**config.mk**
```make
export PLATFORM = sky130hd
export DESIGN_NAME = pipe_hazard_ctrl_flat
export DESIGN_NICKNAME = d
export VERILOG_FILES = /design/src/rtl/pipe_hazard_ctrl_if.sv /design/src/rtl/pipe_hazard_ctrl.sv /design/src/flat_wrapper.sv
export SDC_FILE = /design/constraint.sdc
export NUM_CORES = 1
export LEC_CHECK = 0
export ABC_AREA = 1
export CAP_MARGIN = 20
export CORE_ASPECT_RATIO = 1.2
export CORE_UTILIZATION = 50
export CTS_CLUSTER_SIZE = 16
export DETAILED_ROUTE_END_ITERATION = 8
export PLACE_DENSITY = 0.81
export SETUP_SLACK_MARGIN = 0.4
export SLEW_MARGIN = 20
export SYNTH_ARGS = -nofsm -noshare
export SYNTH_HDL_FRONTEND = slang
export SYNTH_SLANG_ARGS = --single-unit
```
**constraint.sdc**
```tcl
create_clock -name clk -period 2.2 [get_ports clk]
set_input_delay 0.44 -clock clk [delete_from_list [all_inputs] [get_ports clk]]
set_output_delay 0.44 -clock clk [all_outputs]
set_load 0.05 [all_outputs]
```
**src/rtl/pipe_hazard_ctrl_if.sv**
```systemverilog
// ID-stage bundle between the decoder/ID-EX register and the hazard controller.
// The master drives the decoded ID fields; the slave returns selects, gated controls and stall.
interface pipe_hazard_ctrl_if;
    logic [4:0]  IDrs;
    logic [4:0]  IDrt;
    logic        IDuseRs;
    logic        IDuseRt;
    logic        IDshift;
    logic        IDaluImm;
    logic        IDwreg;
    logic        IDm2reg;
    logic        IDwmem;
    logic [4:0]  IDwn;
    logic [1:0]  selectAlua;
    logic [1:0]  selectAlub;
    logic        isStoreHazards;
    logic        wregOut;
    logic        m2regOut;
    logic        wmemOut;
    logic        stall;
    logic [15:0] stallCount;

    modport master (
        output IDrs, IDrt, IDuseRs, IDuseRt, IDshift, IDaluImm,
               IDwreg, IDm2reg, IDwmem, IDwn,
        input  selectAlua, selectAlub, isStoreHazards,
               wregOut, m2regOut, wmemOut, stall, stallCount
    );

    modport slave (
        input  IDrs, IDrt, IDuseRs, IDuseRt, IDshift, IDaluImm,
               IDwreg, IDm2reg, IDwmem, IDwn,
        output selectAlua, selectAlub, isStoreHazards,
               wregOut, m2regOut, wmemOut, stall, stallCount
    );
endinterface

```
**src/rtl/pipe_hazard_ctrl.sv**
```systemverilog
// Forwarding / hazard controller for the ID stage: shadows the EX and MEM destinations,
// picks ALU operand sources, flags store-data hazards and stalls on load-use / distance-2 stores.
module pipe_hazard_ctrl (
    input logic              clk,
    input logic              clrn,
    pipe_hazard_ctrl_if.slave id
);
    typedef struct packed {
        logic [4:0] wn;
        logic       wreg;
        logic       m2reg;
    } shadow_t;

    shadow_t     ex_q;
    shadow_t     mem_q;
    logic [15:0] stall_cnt_q;

    logic rs_e, rs_m, rt_e, rt_m;
    logic load_use, store_d2, stall_c;

    function automatic logic hit(input shadow_t s, input logic [4:0] r);
        return s.wreg && (s.wn == r) && (r != '0);
    endfunction

    // Matches are masked by clrn so nothing but the static selects leaks out during reset.
    always_comb begin
        rs_e     = clrn & hit(ex_q, id.IDrs);
        rs_m     = clrn & hit(mem_q, id.IDrs);
        rt_e     = clrn & hit(ex_q, id.IDrt);
        rt_m     = clrn & hit(mem_q, id.IDrt);
        load_use = ex_q.m2reg & ((id.IDuseRs & ~id.IDshift & rs_e) |
                                 (id.IDuseRt & ~id.IDaluImm & rt_e));
        store_d2 = id.IDwmem & id.IDuseRt & rt_m & ~rt_e;
        stall_c  = clrn & (load_use | store_d2);
    end

    always_comb begin
        id.selectAlua = 2'd0;
        if (id.IDshift)                 id.selectAlua = 2'd1;
        else if (id.IDuseRs && rs_e)    id.selectAlua = 2'd2;
        else if (id.IDuseRs && rs_m)    id.selectAlua = 2'd3;

        id.selectAlub = 2'd0;
        if (id.IDaluImm)                id.selectAlub = 2'd1;
        else if (id.IDuseRt && rt_e)    id.selectAlub = 2'd2;
        else if (id.IDuseRt && rt_m)    id.selectAlub = 2'd3;

        id.stall          = stall_c;
        id.isStoreHazards = clrn & id.IDwmem & id.IDuseRt & rt_e & ~stall_c;
        id.wregOut        = clrn & id.IDwreg  & ~stall_c;
        id.m2regOut       = clrn & id.IDm2reg & ~stall_c;
        id.wmemOut        = clrn & id.IDwmem  & ~stall_c;
        id.stallCount     = stall_cnt_q;
    end

    always_ff @(posedge clk) begin
        if (!clrn) begin
            ex_q        <= '0;
            mem_q       <= '0;
            stall_cnt_q <= '0;
        end else begin
            mem_q       <= ex_q;
            ex_q        <= '{wn: id.IDwn, wreg: id.wregOut, m2reg: id.m2regOut};
            if (stall_c && (stall_cnt_q != '1))
                stall_cnt_q <= stall_cnt_q + 16'd1;
        end
    end
endmodule

```
**src/flat_wrapper.sv**
```systemverilog
// flat-port wrapper written by rule: the top's interface ports become plain ports
module pipe_hazard_ctrl_flat 
  (clk, clrn, id_IDrs, id_IDrt, id_IDuseRs, id_IDuseRt, id_IDshift, id_IDaluImm, id_IDwreg, id_IDm2reg, id_IDwmem, id_IDwn, id_selectAlua, id_selectAlub, id_isStoreHazards, id_wregOut, id_m2regOut, id_wmemOut, id_stall, id_stallCount);
  pipe_hazard_ctrl_if id_i ();
  input logic clk;
  input logic clrn;
  input wire logic [$bits(id_i.IDrs)-1:0] id_IDrs;
  input wire logic [$bits(id_i.IDrt)-1:0] id_IDrt;
  input wire logic [$bits(id_i.IDuseRs)-1:0] id_IDuseRs;
  input wire logic [$bits(id_i.IDuseRt)-1:0] id_IDuseRt;
  input wire logic [$bits(id_i.IDshift)-1:0] id_IDshift;
  input wire logic [$bits(id_i.IDaluImm)-1:0] id_IDaluImm;
  input wire logic [$bits(id_i.IDwreg)-1:0] id_IDwreg;
  input wire logic [$bits(id_i.IDm2reg)-1:0] id_IDm2reg;
  input wire logic [$bits(id_i.IDwmem)-1:0] id_IDwmem;
  input wire logic [$bits(id_i.IDwn)-1:0] id_IDwn;
  output wire logic [$bits(id_i.selectAlua)-1:0] id_selectAlua;
  output wire logic [$bits(id_i.selectAlub)-1:0] id_selectAlub;
  output wire logic [$bits(id_i.isStoreHazards)-1:0] id_isStoreHazards;
  output wire logic [$bits(id_i.wregOut)-1:0] id_wregOut;
  output wire logic [$bits(id_i.m2regOut)-1:0] id_m2regOut;
  output wire logic [$bits(id_i.wmemOut)-1:0] id_wmemOut;
  output wire logic [$bits(id_i.stall)-1:0] id_stall;
  output wire logic [$bits(id_i.stallCount)-1:0] id_stallCount;
  assign id_i.IDrs = id_IDrs;
  assign id_i.IDrt = id_IDrt;
  assign id_i.IDuseRs = id_IDuseRs;
  assign id_i.IDuseRt = id_IDuseRt;
  assign id_i.IDshift = id_IDshift;
  assign id_i.IDaluImm = id_IDaluImm;
  assign id_i.IDwreg = id_IDwreg;
  assign id_i.IDm2reg = id_IDm2reg;
  assign id_i.IDwmem = id_IDwmem;
  assign id_i.IDwn = id_IDwn;
  assign id_selectAlua = id_i.selectAlua;
  assign id_selectAlub = id_i.selectAlub;
  assign id_isStoreHazards = id_i.isStoreHazards;
  assign id_wregOut = id_i.wregOut;
  assign id_m2regOut = id_i.m2regOut;
  assign id_wmemOut = id_i.wmemOut;
  assign id_stall = id_i.stall;
  assign id_stallCount = id_i.stallCount;
  pipe_hazard_ctrl u_core (.clk(clk), .clrn(clrn), .id(id_i));
endmodule
```
==> impl_metrics.env <==
export IMPL_status="finished with violations"
export IMPL_violations="negative setup slack"
export IMPL_cts_buffers=5
export IMPL_dp_cells=416
export IMPL_wl_per_cell_um=13.6
export IMPL_cts_hold_buf=0
export IMPL_crit_buf_inv=3
export IMPL_die_w_um=59.6
export IMPL_max_slew_margin_pct=66.7
export IMPL_cp_arrival_ps=1770
export IMPL_reg2regPathDepth=13
export IMPL_top_layer_used="met4"
export IMPL_min_path_cells=3
export IMPL_clock_skew_ps=9.94
export IMPL_path_class="in -> out"
export IMPL_drc_errors=0
export IMPL_grt_overflow=0
export IMPL_p_int_uw=980
export IMPL_max_stage_delay_ps=230
export IMPL_routabilityCongestion=0.914
export IMPL_hold_viol_final=0
export IMPL_drive_gt1_share_pct=38.8
export IMPL_crit_slowest_cell="or2_1"
export IMPL_max_slew_worst_pin_slew_ps=502
export IMPL_dr_pass1_iters=4
export IMPL_dieArea_sq_um=4240
export IMPL_routed_wl_um=5880
export IMPL_cts_clk_slew_worst_paths_ps=70
export IMPL_power_switching_share_pct=26.6
export IMPL_p_leak_uw=0.00136
export IMPL_drt_met1_wl_um=2390
export IMPL_area_growth_pct=52.3
export IMPL_cts_root_buf="clkbuf_8"
export IMPL_p_switching_uw=354
export IMPL_fp_coreArea_sq_um=3720
export IMPL_crit_top_cell="nand2_2"
export IMPL_viasPerCell=5.08
export IMPL_ios=49
export IMPL_clockPowerShare_pct=42.3
export IMPL_antenna_found_initial=0
export IMPL_syn_inst=302
export IMPL_peakVddDrop_uv=463
export IMPL_rrSetupSlack_ps=390
export IMPL_max_cap_viol_count=0
export IMPL_synth_seq_cells=29
export IMPL_p_comb_share_pct=16.6
export IMPL_cp_start_kind="input pin"
export IMPL_fin_nets=403
export IMPL_grt_max_degree=18
export IMPL_r2r_end="u_core.id.stallCount[12]"
export IMPL_hold_start="clrn"
export IMPL_cts_buffer_depth=2
export IMPL_yosysUniqueCellTypes=29
export IMPL_crit_family="simple AND/OR/NAND/NOR gates"
export IMPL_final_common_cell="nand2_1"
export IMPL_grt_pass1_wl_um=9340
export IMPL_r2r_start="u_core.ex_q[5]"
export IMPL_yosys_warnings=0
export IMPL_start_util_pct=53.4
export IMPL_synth_cell_area_sq_um=1990
export IMPL_drt_iter0_drc=140
export IMPL_most_common_layout_cells="nand2_1, inv_1, nand3_1, nor2_1, buf_4"
export IMPL_final_cells=431
export IMPL_grt_pass1_vias=2130
export IMPL_hold_class="in -> reg"
export IMPL_antenna_cells=0
export IMPL_die_h_um=71.1
export IMPL_final_util_pct=81.4
export IMPL_hpwl_um=4070
export IMPL_fin_ws_ps=-12.2
export IMPL_fmax_mhz=452
export IMPL_layout_min_cycle_time_ps=2210
export IMPL_avgSynthCellArea_sq_um=6.59
export IMPL_cts_tree="yes"
export IMPL_crit_chain="buf_6 -> or2_1 -> nor3_2 -> nor2_1 -> nand2_2 -> nand2_2 -> nand2_2 -> nand2_4 -> nor2_4 -> nand2_2 -> clkinvlp_4 -> buf_12"
export IMPL_synth_nets=327
export IMPL_vias=2190
export IMPL_setup_viol=3
export IMPL_cp_max_fo=3
export IMPL_finalCritPeriodShare_pct=101
export IMPL_routed_wl_met2_um=2970
export IMPL_placement_io_buffers=48
export IMPL_pwr_share_seq_pct=41.1
export IMPL_drtAntennaViolNets=0
export IMPL_worstPathRequired_ps=1760
export IMPL_clock_sinks=29
export IMPL_track_usage_pct=29.2
export IMPL_yosysSeqAreaShare_pct=29.2
export IMPL_worstSkewPairLatency_ps=290
export IMPL_htreeDepth=2
export IMPL_power_density_nw_per_um2=440
export IMPL_rsz0062_at_grt="yes"
export IMPL_drv_slew=0
export IMPL_end_kind="primary output"
export IMPL_rows=24
export IMPL_min_to="u_core.mem_q[1]"
export IMPL_wl_met3_um=293
-- sequential cells by signal, indices dropped and copies added (netlist names) --
| name | flops |
|---|---|
| u_core.ex_q | 7 |
| u_core.id.stallCount | 16 |
| u_core.mem_q | 6 |
-- tightest hold or removal path, delay by kind of cell --
kind	cells	cell delay [ps]
and+or+nand+nor	1	50
buffers and inverters	2	190
-- cell families (layout without fill, tap and decap cells) --
logic type | Yosys count | in the layout | share of synthesized area [%]
flops | 29 | 29 | 29.2
buf+inv | 50 | 127 | 11.3
simple gates | 177 | 177 | 40.9
fa+ha+maj | 1 | 1 | 0.629
xor+xnor | 23 | 23 | 10.1
compound gates | 22 | 22 | 7.86
-- per-stage QoR --
stage | worst slack (ps) | hold slack, ps | total power (uW) | area, sq um | TNS, ps
floorplan | -124 | 426 | 650 | 2040 | -124
global placement | -376 | 460 | 750 | 2760 | -7010
detailed placement | -389 | 460 | 754 | 2760 | -7450
CTS | -7.78 | 425 | 1310 | 2950 | -7.78
global route | -118 | 435 | 1390 | 3030 | -464
finish | -12.2 | 423 | 1330 | 3030 | -20.5
-- synth_stat cells, drive strengths merged --
cell	n	share of area [%]
ha	1	0.63
xnor2	10	4.4
o21ai	3	0.75
a21oi	17	6.4
a21boi	1	0.38
o21bai	1	0.38
nand3	30	7.5
dfxtp	29	29
nor2	38	7.4
clkbuf	2	0.38
nand4	6	2.6
nor3	7	2.3
nand3b	1	0.38
inv	43	8.1
nor4	2	0.63
or2	1	0.31
xor2	13	5.7
buf	5	2.8
nand2	92	20
-- worst max path at each step --
stage / startpoint / end / slack, ps / cells past startpoint
finish: id_IDrs[3] / id_isStoreHazards / -10 / 12
global route: u_core.mem_q[6] / id_isStoreHazards / -120 / 12
CTS: u_core.ex_q[3] / id_isStoreHazards / -8 / 11
detailed placement: id_IDrs[2] / id_m2regOut / -390 / 11
global placement: clrn / id_isStoreHazards / -380 / 13
floorplan: id_IDrs[2] / id_isStoreHazards / -120 / 11
-- layout make-up --
class / instances / area [sq um]
multi-input combinational: 223 / 1330
timing repair buffer: 76 / 739
fill: 275 / 694
sequential: 29 / 612
inverter: 43 / 165
clock buffer: 5 / 68.8
tap: 52 / 65.1
clock inverter: 3 / 46.3
-- power by group through the flow --
stage	Combinational [uW]	Sequential (uW)	Clock [uW]
after floorplan	96.5	554	0
after global routing	239	549	598
final	221	548	565
after global placement	193	557	0
after CTS	202	547	565
after detailed placement	197	558	0
-- metal layers --
layer	up-vias	global-route usage [%]
li1	1099	-
met1	983	34.7
met2	87	48.9
met3	21	4.94
met4	0	16.3
met5	-	0
-- what timing repair did --
action | CTS | global route
endpoints found under the setup margin | 43 | 24
pin swaps | 27 | 9
setup buffers | 4 | 3
cloned | 0 | 0
resized for setup | 107 | 19
No activity file was read; power rests on OpenSTA's default activity.
